$ cat src/rtl/e_min_tracker_pkg.sv
// Shared types and constants for the minimum-energy tracker.
// State encoding and the all-ones energy sentinel live here.
package e_min_tracker_pkg;

  typedef enum logic [1:0] {
    IDLE = 2'd0,
    RUN  = 2'd1,
    HOLD = 2'd2
  } state_t;

  localparam int E_WIDTH_DEF = 20;
  localparam logic [E_WIDTH_DEF-1:0] E_MAX = '1;

endpackage

$ cat src/rtl/e_min_tracker_sat_counter.sv
// Saturating up-counter with synchronous clear.
// clr and inc together load the value one.
module e_min_tracker_sat_counter #(
  parameter int CNT_WIDTH = 16
) (
  input  logic                 clk,
  input  logic                 rst_n,
  input  logic                 clr,
  input  logic                 inc,
  output logic [CNT_WIDTH-1:0] cnt,
  output logic                 sat_hit
);

  logic [CNT_WIDTH-1:0] base;
  logic [CNT_WIDTH-1:0] nxt;

  always_comb begin
    base = clr ? '0 : cnt;
    nxt  = base;
    if (inc && !(&base)) begin
      nxt = base + 1'b1;
    end
  end

  // Flags the edge on which the counter sits at all-ones after an increment.
  assign sat_hit = inc && (&nxt);

  always_ff @(posedge clk or negedge rst_n) begin
    if (!rst_n) begin
      cnt <= '0;
    end else begin
      cnt <= nxt;
    end
  end

endmodule

$ cat src/rtl/e_min_tracker.sv
// Tracks minimum energy, first best sequence, tie count and beat total
// over one search run; result handed off through valid/ready.
module e_min_tracker
  import e_min_tracker_pkg::*;
#(
  parameter int SEQ_WIDTH = 8,
  parameter int E_WIDTH   = E_WIDTH_DEF,
  parameter int CNT_WIDTH = 16
) (
  input  logic                 clk,
  input  logic                 rst_n,
  input  logic                 i_start,
  input  logic [SEQ_WIDTH-1:0] i_seq,
  input  logic [E_WIDTH-1:0]   i_e,
  input  logic                 i_valid,
  input  logic                 i_last,
  output logic                 o_busy,
  output logic [SEQ_WIDTH-1:0] o_best_seq,
  output logic [E_WIDTH-1:0]   o_best_e,
  output logic [CNT_WIDTH-1:0] o_best_cnt,
  output logic [CNT_WIDTH-1:0] o_total,
  output logic                 o_sat,
  output logic                 o_res_valid,
  input  logic                 i_res_ready
);

  localparam logic [E_WIDTH-1:0] E_ONES = '1;

  state_t state;
  state_t state_nxt;

  logic clr;
  logic beat;
  logic lt;
  logic eq;
  logic bc_clr;
  logic bc_inc;
  logic tot_hit;
  logic bc_hit;

  always_comb begin
    state_nxt = state;
    clr       = 1'b0;
    beat      = 1'b0;
    unique case (state)
      IDLE: begin
        if (i_start) begin
          clr       = 1'b1;
          state_nxt = RUN;
        end
      end
      RUN: begin
        // A restart takes priority over any beat in the same cycle.
        if (i_start) begin
          clr = 1'b1;
        end else if (i_valid) begin
          beat = 1'b1;
          if (i_last) begin
            state_nxt = HOLD;
          end
        end
      end
      HOLD: begin
        if (i_res_ready) begin
          state_nxt = IDLE;
        end
      end
      default: state_nxt = IDLE;
    endcase
  end

  assign lt = i_e < o_best_e;
  assign eq = i_e == o_best_e;

  // A new minimum restarts the tie count at one.
  assign bc_clr = clr | (beat & lt);
  assign bc_inc = beat & (lt | eq);

  e_min_tracker_sat_counter #(
    .CNT_WIDTH(CNT_WIDTH)
  ) u_total (
    .clk    (clk),
    .rst_n  (rst_n),
    .clr    (clr),
    .inc    (beat),
    .cnt    (o_total),
    .sat_hit(tot_hit)
  );

  e_min_tracker_sat_counter #(
    .CNT_WIDTH(CNT_WIDTH)
  ) u_best_cnt (
    .clk    (clk),
    .rst_n  (rst_n),
    .clr    (bc_clr),
    .inc    (bc_inc),
    .cnt    (o_best_cnt),
    .sat_hit(bc_hit)
  );

  always_ff @(posedge clk or negedge rst_n) begin
    if (!rst_n) begin
      state       <= IDLE;
      o_busy      <= 1'b0;
      o_res_valid <= 1'b0;
      o_best_e    <= E_ONES;
      o_best_seq  <= '0;
      o_sat       <= 1'b0;
    end else begin
      state       <= state_nxt;
      o_busy      <= (state_nxt == RUN);
      o_res_valid <= (state_nxt == HOLD);
      if (clr) begin
        o_best_e   <= E_ONES;
        o_best_seq <= '0;
        o_sat      <= 1'b0;
      end else if (beat) begin
        if (lt) begin
          o_best_e   <= i_e;
          o_best_seq <= i_seq;
        end
        if (tot_hit || bc_hit) begin
          o_sat <= 1'b1;
        end
      end
    end
  end

endmodule
$ cat config.mk
export PLATFORM = sky130hd
export DESIGN_NAME = e_min_tracker
export DESIGN_NICKNAME = d
export VERILOG_FILES = /design/src/rtl/e_min_tracker_pkg.sv /design/src/rtl/e_min_tracker_sat_counter.sv /design/src/rtl/e_min_tracker.sv
export SDC_FILE = /design/constraint.sdc
export NUM_CORES = 1
export LEC_CHECK = 0
export ABC_AREA = 1
export CAP_MARGIN = 20
export CORE_MARGIN = 2
export CORE_UTILIZATION = 45
export DETAILED_ROUTE_END_ITERATION = 8
export DONT_BUFFER_PORTS = 1
export GPL_ROUTABILITY_DRIVEN = 0
export HOLD_SLACK_MARGIN = 0.15
export PLACE_DENSITY = 0.58
export SLEW_MARGIN = 15
export SYNTH_ARGS = -nofsm -noshare
export SYNTH_HDL_FRONTEND = slang
export SYNTH_SLANG_ARGS = --single-unit
$ cat constraint.sdc
create_clock -name clk -period 8 [get_ports clk]
set_clock_uncertainty 0.2 [all_clocks]
set_input_delay 1.6 -clock clk [delete_from_list [all_inputs] [get_ports clk]]
set_output_delay 1.6 -clock clk [all_outputs]
set_load 0.03 [all_outputs]
After elaboration in Yosys (flattened, before gate mapping) --
Cells that the tools add are included. W data, S select, Z words.
Storage, ports and cells: ROM bits 0, bits in writable memories 0, logic and storage cells 62, memories kept 0, input port bits 34, output and inout bits 63, register bits 65, bits in latches 0
Operators by class: bitwise gates (word level) 4, equal/unequal tests 5, order comparisons 1, mux-type cells 24, add/sub/neg operators 2, shift-type cells 0, multiply operators 0, reductions and logical operators 18, div/mod/pow operators 0
Operator list (count):
- $mux W16 | 4
- $reduce_and A16 Y1 | 4
- $mux W20 | 3
- $add A16 B1 Y16 const B | 2
- $mux W8 | 3
- $eq A20 B20 Y1 | 1
- $lt A20 B20 Y1 | 1
- $mux W2 | 5
- $mux W1 | 8
- $pmux W2 S3 | 1
- $reduce_bool A2 Y1 | 3
- $eq A2 B1 Y1 const B | 2
- $eq A2 B2 Y1 const B | 2
- $logic_and A1 B1 Y1 | 4
- $reduce_and A2 Y1 | 2
- $and A1 B1 Y1 | 2
- $logic_not A1 Y1 | 2
- $logic_not A2 Y1 | 1
- $or A1 B1 Y1 | 2
- $reduce_or A2 Y1 | 1
- $logic_or A1 B1 Y1 | 1

Logic depth before layout (Yosys ltp) --
depth after elaboration 16, depth in mapped cells 31, gate-level depth less buffers 30

Cells and area by module --
From an unflattened synthesis, not the netlist that was laid out.
Unflattened totals: cell total of the unflattened synthesis 660, area, all modules 4685.7 um2
Modules (own cells, without submodules):
- e_min_tracker_sat_counter | area an instance 1301.2 um2, instances 2, sequential area each 400.4 um2, cells each 196
- e_min_tracker | area an instance 2083.2 um2, instances 1, sequential area each 850.8 um2, cells each 268

Least setup slack after synthesis --
OpenSTA, ideal clock, no wires.
path type input to register, start point input port i_e[19], end point register o_sat, arrival time 4358 ps, setup slack 3362 ps, cell stages on the path 26, required time 7720 ps, cells stage by stage ha_1 nand2_2 nor2_4 nand2_2 nor2_4 nand2_2 nand4_2 nand2_2 inv_2 clkbuf_1 nand2_1 inv_1 ha_1 nand2_1 inv_1 nand4_2 nor2_2 nand2_2 buf_6 nand3b_1 nand2_1 nor2_1 nand2_1 nor2_1 nand3_1 o211ai_2
Between the ends: cells in the longest elaborated chain, start to end 13, elaborated cells between the ends (all ways) 17, those cells by class add/sub: 1; order compare: 1; eq/ne: 1; mux: 2; bitwise: 4; reduce/logical: 8
Ends and longest elaborated chain:
- from (decl) | line e_min_tracker.sv:14 | input logic [E_WIDTH-1:0] i_e,
- branches (longest 9 deep; another with $lt A20 B20 Y1)
- $logic_and A1 B1 Y1 * | line e_min_tracker_sat_counter.sv:26 | assign sat_hit = inc && (&nxt);
- $logic_or A1 B1 Y1 * | line e_min_tracker.sv:122 | if (tot_hit || bc_hit) begin
- $reduce_bool A2 Y1 (no line) *
- $reduce_and A2 Y1 (no line) *
- to (signal assigned) | line e_min_tracker.sv:108 | o_sat <= 1'b0;
- to (signal assigned) | line e_min_tracker.sv:116 | o_sat <= 1'b0;
- to (signal assigned) | line e_min_tracker.sv:123 | o_sat <= 1'b1;
- to (decl) | line e_min_tracker.sv:22 | output logic o_sat,
Mark *: on every way between the ends. A chain may end at the register's enable or synchronous reset.

Worst setup path in the final report --
start point input port i_e[11], end point register o_sat
Between the ends: cells in the longest elaborated chain, start to end 13, elaborated cells between the ends (all ways) 17, those cells by class add/sub: 1; order compare: 1; eq/ne: 1; mux: 2; bitwise: 4; reduce/logical: 8
Ends and longest elaborated chain:
- branches (longest 7 deep; another with $lt A20 B20 Y1)
- $mux W16 * | line e_min_tracker_sat_counter.sv:20 | if (inc && !(&base)) begin
- via u_best_cnt.nxt[14] | line e_min_tracker_sat_counter.sv:15 | logic [CNT_WIDTH-1:0] nxt;
- $reduce_and A16 Y1 * | line e_min_tracker_sat_counter.sv:26
- $logic_and A1 B1 Y1 * | line e_min_tracker_sat_counter.sv:26
- $logic_or A1 B1 Y1 * | line e_min_tracker.sv:122
- $reduce_bool A2 Y1 (no line) *
- $reduce_and A2 Y1 (no line) *
Mark *: on every way through the listed nets, which the timed path passes.

==> reports/metrics.yaml <==
outcome:
  run_status: "complete, no violations"
worst_setup_path:
  cp_top_family: "simple AND/OR/NAND/NOR gates"
  end_kind: "flip-flop"
  r2r_setup_slack_ns: 3.62
  critPathArrivalTime_ns: 4.97
  rr_startpoint: "o_best_e[19]$_DFFE_PN1P_"
  timing.critical_path.from: "i_e[11]"
  crit_required_ns: 8.06
  crit_cells: 26
  path_class: "in -> reg"
  r2r_cells: 27
  crit_end: "o_sat$_DFFE_PN0P_"
  critPathMaxFanout: 33
  critPathMaxStageDelay_ns: 0.52
  startpoint_type: "input port"
  path_buf_inv: 4
  r2r_end: "o_sat$_DFFE_PN0P_"
  cp_slowest_cell: "inv_2"
  crit_top_cell: "nand2_1"
synth:
  ys_types: 36
  async_reset_ff_frac: 1.000
  yosysSeqAreaShare: 0.4026
  muxShareOfSynthArea: 0
  yosysWarnings: 0
  synth_area_um2: 4103
  synthXorXnorAreaFrac: 0.03202
  syn_nets: 600
  synth_edf_count: 0
  syn-instance-count: 544
  synth_top_family_by_area: "simple AND/OR/NAND/NOR gates"
  synth_compound_area_frac: 0.07014
  synth.avg_cell_area_um2: 7.542
  synthAdderAreaFrac: 0.06709
  synthSimpleGateAreaFrac: 0.3150
  ys_ff_latch: 65
  synth_flop_cell: "dfrtp_1"
power:
  p_leak_nw: 2.342
  clock_power_share: 0.299
  switchingPower_uw: 356.3
  seqPwrFrac: 0.520
  peakVddDrop_mv: 0.1005
  pwr-share-comb: 0.181
  swShare: 0.3708
  power_density_nw_per_um2: 219.8
  p_int_uw: 604.4
timing:
  finalMaxSlewViolations: 0
  rsz0062_at_grt: "no"
  worstMarginPinSlew_ns: 0.7322
  tns_ns: 0
  setup_viol: 0
  period_share: 0.6132
  fmax_ghz: 0.2039
  slew-limit-headroom: 0.5101
  hold_viol: 0
  layout_min_cycle_time_ns: 4.905
cells_and_area:
  multiInputGateArea_um2: 1987
  final_cell_area_um2: 4370
  n_antenna_cell: 0
  fillers: 859
  regArea_um2: 1652
  nets: 600
  area_delta_synth_final_pct: 6.526
  drive_gt1_frac: 0.1202
flow_run:
  max_cap_viol_count: 0
placement:
  post_dp_cell_area_um2: 4172
  port_buffers: 0
  post-dp-hpwl_um: 6954
global_route:
  grt_max_degree: 66
  grt_pass1_wl_um: 15800
  grt_antenna_before_repair: 0
  grt_pass1_vias: 3341
  grt-ovfl-total: 0
  grt_usage: 0.1995
floorplan:
  ios: 97
  initial_core_util: 0.4682
  die_area_um2: 9897
  fp.dieH_um: 99.49
  coreArea_um2: 8763
  dieWidth_um: 99.49
  rows: 34
routing:
  first_pass_iters: 4
  ant_nets: 0
  drc: 0
  dr_total_vias: 3413
  via_per_inst: 5.195
  totalWireLength_um: 9458
  wire_per_inst_um: 14.40
  drt_iter0_markers: 118
clocking:
  cts_tree: "built"
  cts_resized: 0
  clk_pin_slew_ns: 0.07
  cts_sinks: 65
  worstSkewPairLatency_ns: 0.34
  ctsHoldBuffers: 0
  root_buffer: "clkbuf_8"
  h-tree-depth: 3
  clockBufferDepth: 2
  cts-buffers-inserted: 9
  post_cts_buffers: 0
min_path:
  hp-class: "reg -> reg"
==> power by group through the flow <==
stage	logic [mW]	registers, mW	clock network [mW]
final	0.174	0.500	0.287
after global routing	0.203	0.506	0.309
after CTS	0.176	0.501	0.295
after detailed placement	0.174	0.507	0
after global placement	0.170	0.507	0
after floorplan	0.144	0.496	0
==> metal layers <==
metal | track usage | part of all wire | vias to the layer above | wire length (µm)
met1 | 0.2484 | 0.42 | 1596 | 3985
met5 | 0 | 0 | - | 0
li1 | - | - | 1708 | -
met3 | 0.05903 | 0.081 | 13 | 762
met2 | 0.3300 | 0.48 | 96 | 4564
met4 | 0.07060 | 0.015 | 0 | 145
==> kinds of logic (layout without fill, tap and decap cells) <==
family,Yosys count,count (layout)
simple gates,281,281
compound gates,45,45
buf+inv,116,121
fa+ha+maj,22,22
xor+xnor,15,15
flops,65,65
==> synth_stat cells, types with 3 or more instances <==
cell type	n	area share
a21oi_1	26	0.032
a22o_1	8	0.017
buf_1	3	0.0027
buf_6	3	0.0082
clkbuf_1	3	0.0027
dfrtp_1	45	0.27
dfstp_2	20	0.13
ha_1	22	0.067
inv_1	97	0.089
inv_2	6	0.0055
nand2_1	126	0.12
nand2_2	7	0.011
nand3_1	22	0.027
nand3b_1	9	0.016
nand4_1	18	0.027
nand4_2	3	0.0092
nor2_1	78	0.071
nor2_2	3	0.0046
nor2_4	5	0.014
nor3_1	6	0.0073
o21ai_0	3	0.0037
xnor2_1	6	0.013
xor2_1	9	0.019
==> registers in the layout, summed over array words and instances (netlist names) <==
| name | count |
|---|---|
| o_best_e | 20 |
| u_best_cnt.cnt | 16 |
| u_total.cnt | 16 |
| o_best_seq | 8 |
| state | 2 |
| o_busy | 1 |
| o_res_valid | 1 |
| o_sat | 1 |
==> layout by cell type, fill, tap and decap left out, types with 11 or more instances in the layout <==
cell type  instances
nor2_1            78
clkbuf_8          11
dfrtp_1           45
nand4_1           18
ha_1              22
dfstp_2           20
nand3_1           22
nand2_1          126
a21oi_1           26
inv_1             97
==> metrics by stage <==
stage	total power [mW]	cells	utilization	setup slack [ns]	hold slack, ns
final	0.9607	657	0.4987	3.095	0.3410
after global routing	1.018	657	0.4987	2.676	0.3722
after CTS	0.9723	657	0.4987	3.094	0.3415
after detailed placement	0.6819	641	0.4760	2.728	0.3353
after global placement	0.6764	641	0.4760	2.814	0.3189
after floorplan	0.6400	544	-	3.362	0.2914
==> cell type report <==
| type | instances | share of cell area |
|---|---|---|
| clock buffer | 13 | 0.03636 |
| clock inverter | 3 | 0.009161 |
| inverter | 104 | 0.08932 |
| multi-input combinational | 363 | 0.4546 |
| sequential | 65 | 0.3779 |
| tap | 108 | 0.03092 |
| timing repair buffer | 1 | 0.001718 |
==> worst min-delay path by stage <==
| stage | start | end | slack, ns | cells past startpoint |
|---|---|---|---|---|
| after global placement | state[0]$_DFF_PN0_ | state[0]$_DFF_PN0_ | 0.32 | 1 |
| after CTS | state[0]$_DFF_PN0_ | state[0]$_DFF_PN0_ | 0.34 | 1 |
| final | state[0]$_DFF_PN0_ | state[0]$_DFF_PN0_ | 0.34 | 1 |
| after detailed placement | state[0]$_DFF_PN0_ | state[0]$_DFF_PN0_ | 0.34 | 1 |
| after floorplan | state[0]$_DFF_PN0_ | o_busy$_DFF_PN0_ | 0.29 | 1 |
| after global routing | state[0]$_DFF_PN0_ | state[0]$_DFF_PN0_ | 0.37 | 1 |
(Power assumes the default switching activity.)
